[src/rtl/seq_shifter.sv]
// Multi-cycle iterative shift/rotate unit: shifts by up to STEP bits per clock
// under a start/busy/done handshake. Rotate is natively left (ROL).
module seq_shifter #(
  parameter int unsigned WIDTH = 32,
  parameter int unsigned STEP  = 1,
  parameter int unsigned SAW   = 5
) (
  input  logic             clk,
  input  logic             reset,
  input  logic             start,
  input  logic [1:0]       shift_op,
  input  logic [SAW-1:0]   SA,
  input  logic [WIDTH-1:0] data,
  output logic             busy,
  output logic             done,
  output logic [WIDTH-1:0] result
);

  localparam int unsigned KW = SAW + 1;

  localparam logic [1:0] OP_SLL = 2'b00;
  localparam logic [1:0] OP_SRL = 2'b01;
  localparam logic [1:0] OP_SRA = 2'b10;
  localparam logic [1:0] OP_ROL = 2'b11;

  typedef enum logic [1:0] {
    S_IDLE  = 2'b00,
    S_SHIFT = 2'b01,
    S_DONE  = 2'b10
  } state_e;

  state_e           state_q, state_d;
  logic [WIDTH-1:0] acc_q, acc_d;
  logic [WIDTH-1:0] result_q, result_d;
  logic [SAW-1:0]   cnt_q, cnt_d;
  logic [1:0]       op_q, op_d;

  logic [KW-1:0]    k_c;
  logic [KW-1:0]    rot_c;
  logic [SAW-1:0]   rem_c;
  logic [WIDTH-1:0] step_c;

  // One iteration: shift acc by k = min(STEP, cnt) so the last step never over-shifts.
  always_comb begin
    k_c    = (cnt_q < SAW'(STEP)) ? KW'(cnt_q) : KW'(STEP);
    rot_c  = KW'(WIDTH) - k_c;
    rem_c  = cnt_q - SAW'(k_c);
    step_c = acc_q;
    case (op_q)
      OP_SLL:  step_c = acc_q << k_c;
      OP_SRL:  step_c = acc_q >> k_c;
      OP_SRA:  step_c = WIDTH'($signed(acc_q) >>> k_c);
      OP_ROL:  step_c = (acc_q << k_c) | (acc_q >> rot_c);
      default: step_c = acc_q;
    endcase
  end

  // Next-state and datapath control; result is only written on entry to DONE.
  always_comb begin
    state_d  = state_q;
    acc_d    = acc_q;
    cnt_d    = cnt_q;
    op_d     = op_q;
    result_d = result_q;
    case (state_q)
      S_IDLE, S_DONE: begin
        if (start) begin
          acc_d = data;
          op_d  = shift_op;
          cnt_d = SA;
          if (SA == '0) begin
            state_d  = S_DONE;
            result_d = data;
          end else begin
            state_d = S_SHIFT;
          end
        end else begin
          state_d = S_IDLE;
        end
      end
      S_SHIFT: begin
        acc_d = step_c;
        cnt_d = rem_c;
        if (rem_c == '0) begin
          state_d  = S_DONE;
          result_d = step_c;
        end
      end
      default: state_d = S_IDLE;
    endcase
  end

  always_ff @(posedge clk or posedge reset) begin
    if (reset) begin
      state_q  <= S_IDLE;
      acc_q    <= '0;
      cnt_q    <= '0;
      op_q     <= OP_SLL;
      result_q <= '0;
    end else begin
      state_q  <= state_d;
      acc_q    <= acc_d;
      cnt_q    <= cnt_d;
      op_q     <= op_d;
      result_q <= result_d;
    end
  end

  assign busy   = (state_q == S_SHIFT);
  assign done   = (state_q == S_DONE);
  assign result = result_q;

endmodule

[config.mk]
export PLATFORM = sky130hd
export DESIGN_NAME = seq_shifter
export DESIGN_NICKNAME = d
export VERILOG_FILES = /design/src/rtl/seq_shifter.sv
export SDC_FILE = /design/constraint.sdc
export NUM_CORES = 1
export LEC_CHECK = 0
export ABC_AREA = 1
export BUFFER_PORTS_ARGS = -buffer_cell sky130_fd_sc_hd__clkbuf_2
export CELL_PAD_IN_SITES_DETAIL_PLACEMENT = 0
export CELL_PAD_IN_SITES_GLOBAL_PLACEMENT = 1
export CORE_MARGIN = 10
export CORE_UTILIZATION = 44
export DETAILED_ROUTE_END_ITERATION = 7
export MAX_ROUTING_LAYER = met4
export PLACE_DENSITY = 0.87
export SYNTH_ARGS = -nofsm -noshare
export SYNTH_HDL_FRONTEND = slang
export SYNTH_SLANG_ARGS = --single-unit
[constraint.sdc]
create_clock -name clk -period 5 [get_ports clk]
set_clock_uncertainty 0.2 [all_clocks]
set_input_delay 0.75 -clock clk [delete_from_list [all_inputs] [get_ports clk]]
set_output_delay 0.75 -clock clk [all_outputs]
set_load 0.05 [all_outputs]
==> flow_summary.json <==
{
  "peakVddDrop_mv": 0.431,
  "min_period_ns": 3.64,
  "drv_cap": 0,
  "status": "completed",
  "clockPowerShare_pct": 13.5,
  "fin_util_pct": 50.4,
  "htreeDepth": 3,
  "ctsResizeCount": 0,
  "setup_violations": 0,
  "ys_seq_area_share_pct": 38.2,
  "grt_max_degree": 46,
  "layoutNonFillerInstCount": 912,
  "ys_warn_count": 0,
  "cp-end-kind": "flop",
  "placed_cells": 896,
  "cts_buffers": 9,
  "cts_root_buf": "clkbuf_8",
  "io_buffers": 75,
  "leakagePower_nw": 2.91,
  "place_congestion": 0.901,
  "critPathBufInv": 2,
  "rsz0062_at_grt": "false",
  "netlist_area_um2": 4790,
  "clk_latency_ns": 0.36,
  "syn-instance-count": 713,
  "worstMarginPinSlew_ns": 0.826,
  "syn-mean-instance-area_um2": 6.71,
  "antenna_cells": 0,
  "clock-sinks": 73,
  "p_sw_share_pct": 54.7,
  "first_pass_iters": 5,
  "max_freq_mhz": 275,
  "grt_first_pass_wirelength_um": 25000,
  "slowest_stage": "inv_1",
  "cellPowerDensity_nw_per_um2": 834,
  "start_kind": "flop",
  "synth_cell_types": 43,
  "vias_per_cell": 5.28,
  "path_clk_slew_ns": 0.08,
  "stdcell_area_um2": 5410,
  "drtIter0Drc": 405,
  "synth-seq-cells": 73,
  "power_frac_comb_pct": 63.1,
  "path_class": "reg -> reg",
  "grt-ovfl-total": 0,
  "dieWidth_um": 124,
  "cts_tree": "built",
  "post-place-ws_ns": 1.38,
  "vias": 4816,
  "fin_crit_sh_pct": 72.7,
  "path_max_fanout": 29,
  "critPathTopFamily": "simple AND/OR/NAND/NOR gates",
  "finalMaxSlewViolations": 0,
  "core_um2": 10700,
  "wl_per_cell_um": 16.8,
  "p_int_mw": 2.05,
  "postRouteAntennaNets": 0,
  "syn2layout_area_growth_pct": 13.0,
  "finalWorstSetupSlack_ns": 1.36,
  "max-clock-path-buffers": 2,
  "p_switching_mw": 2.47,
  "antenna_found_initial": 0,
  "layout-drive-gt1-share_pct": 17.0,
  "grt_usage_pct": 20.1,
  "fin_hold_ws_ns": 0.273,
  "initial_core_util_pct": 44.6,
  "route.detailed.drc": 0,
  "placed_cell_area_um2": 5160,
  "rows": 38,
  "crit_top_cell": "nand2_1",
  "cpPeakStageDelay_ns": 0.71,
  "synth_nets": 757,
  "required_ns": 5.10,
  "ioPinCount": 76,
  "hold_class": "reg -> reg",
  "total_power_mw": 4.51,
  "postCtsSetupRepairBufs": 0,
  "arrival_ns": 3.74,
  "grt_pass1_vias": 4618,
  "nets": 811,
  "setup-tns-final_ns": 0,
  "hold_buffers": 0,
  "die-area_um2": 15500,
  "hold_violations": 0,
  "crit_chain": "nor2_4, nand2_2, nor2_4, buf_4, ha_1, inv_1, nand3_1, a21oi_1, nand2_1, nand2_1, nand2_1, nand2_1, nand2_1, nand2_1",
  "wirelength_um": 15300,
  "fp.dieH_um": 124,
  "place_hpwl_um": 11200,
  "pwr-share-seq_pct": 23.4,
  "slew_headroom_pct": 44.8
}
==> sequential cells by signal, indices dropped and copies added (netlist names) <==
name,cells
op_q,2
cnt_q,5
state_q,2
result,32
acc_q,32
==> power by group through the flow <==
stage                     clock network, mW  logic [mW]  registers, mW
after floorplan                           0        1.86           1.43
after global placement                    0        2.83           1.06
after detailed placement                  0        2.87           1.07
after CTS                             0.614        2.87           1.06
after global routing                  0.641        3.20           1.09
final                                 0.608        2.85           1.06
==> placed cells by master (no fill, tap or decap), drive strengths merged, types with 2 or more instances in the layout <==
cell       n
ha         2
clkbuf    87
or2       13
nand4      9
clkinv     2
buf        6
dfrtp     73
a21oi     22
o2111ai    5
nor2      27
a31oi     11
bufinv     3
o21ai     36
nand3     87
o22ai      2
o211ai     3
inv       50
nor3       3
nand2    321
==> cell type report <==
cell class	instances	area [um^2]
clock inverter	4	98.8
timing repair buffer	81	420
fill	1140	5330
tap	140	175
inverter	51	194
sequential	73	1830
clock buffer	12	155
multi-input combinational	551	2540
==> worst min-delay path, delay by kind of cell (launching register included) <==
| family | cells | cell delay (ns) |
|---|---|---|
| flops | 1 | 0.35 |
| simple gates | 2 | 0.09 |
==> kinds of logic (layout without fill, tap and decap cells) <==
group / count (synthesis) / count (layout) / share of synthesized area, %
compound gates: 86 / 86 / 10.6
xor+xnor: 1 / 1 / 0.183
fa+ha+maj: 2 / 2 / 0.523
buf+inv: 89 / 148 / 8.76
flops: 73 / 73 / 38.2
other cells: 1 / 1 / 0.0783
simple gates: 461 / 461 / 41.7
==> routing by layer <==
metal,share of wire [%],track usage (%)
met4,2.2,6.03
met3,4.8,3.53
met1,46,25.6
met5,0,-
met2,47,31.9
==> path summary, 6_finish.rpt <==
kind                            startpoint         end  slack, ns  depth (start not counted)
min in group asynchronous            reset   result[3]       0.30                          2
worst min-delay path            result[30]  result[30]       0.27                          2
max in group asynchronous            reset   acc_q[29]       3.31                          3
worst max register to register    cnt_q[3]    acc_q[2]       1.36                         14
worst min register to register  result[30]  result[30]       0.27                          2
worst max-delay path              cnt_q[3]    acc_q[2]       1.36                         14
==> synthesized netlist by cell type, drive strengths merged <==
cell / n / share of area, %
or2: 13 / 1.7
o21a: 1 / 0.16
clkinv: 1 / 0.078
ha: 2 / 0.52
nand2: 321 / 26
nor2: 27 / 3.3
nor4: 1 / 0.13
inv: 50 / 4.0
o22ai: 2 / 0.26
conb: 1 / 0.078
dfrtp: 73 / 38
a31oi: 11 / 1.4
nor3: 3 / 0.31
clkbuf: 13 / 1.0
a221o: 1 / 0.21
xor2: 1 / 0.18
a21oi: 22 / 2.4
a221oi: 1 / 0.18
nand3: 87 / 9.5
o21bai: 1 / 0.16
a311oi: 1 / 0.18
o2111ai: 5 / 0.91
buf: 25 / 3.7
o21ai: 36 / 3.8
o221ai: 1 / 0.18
a211oi: 1 / 0.26
o211ai: 3 / 0.47
nand4: 9 / 1.2
No activity file was read; power rests on OpenSTA's default activity.
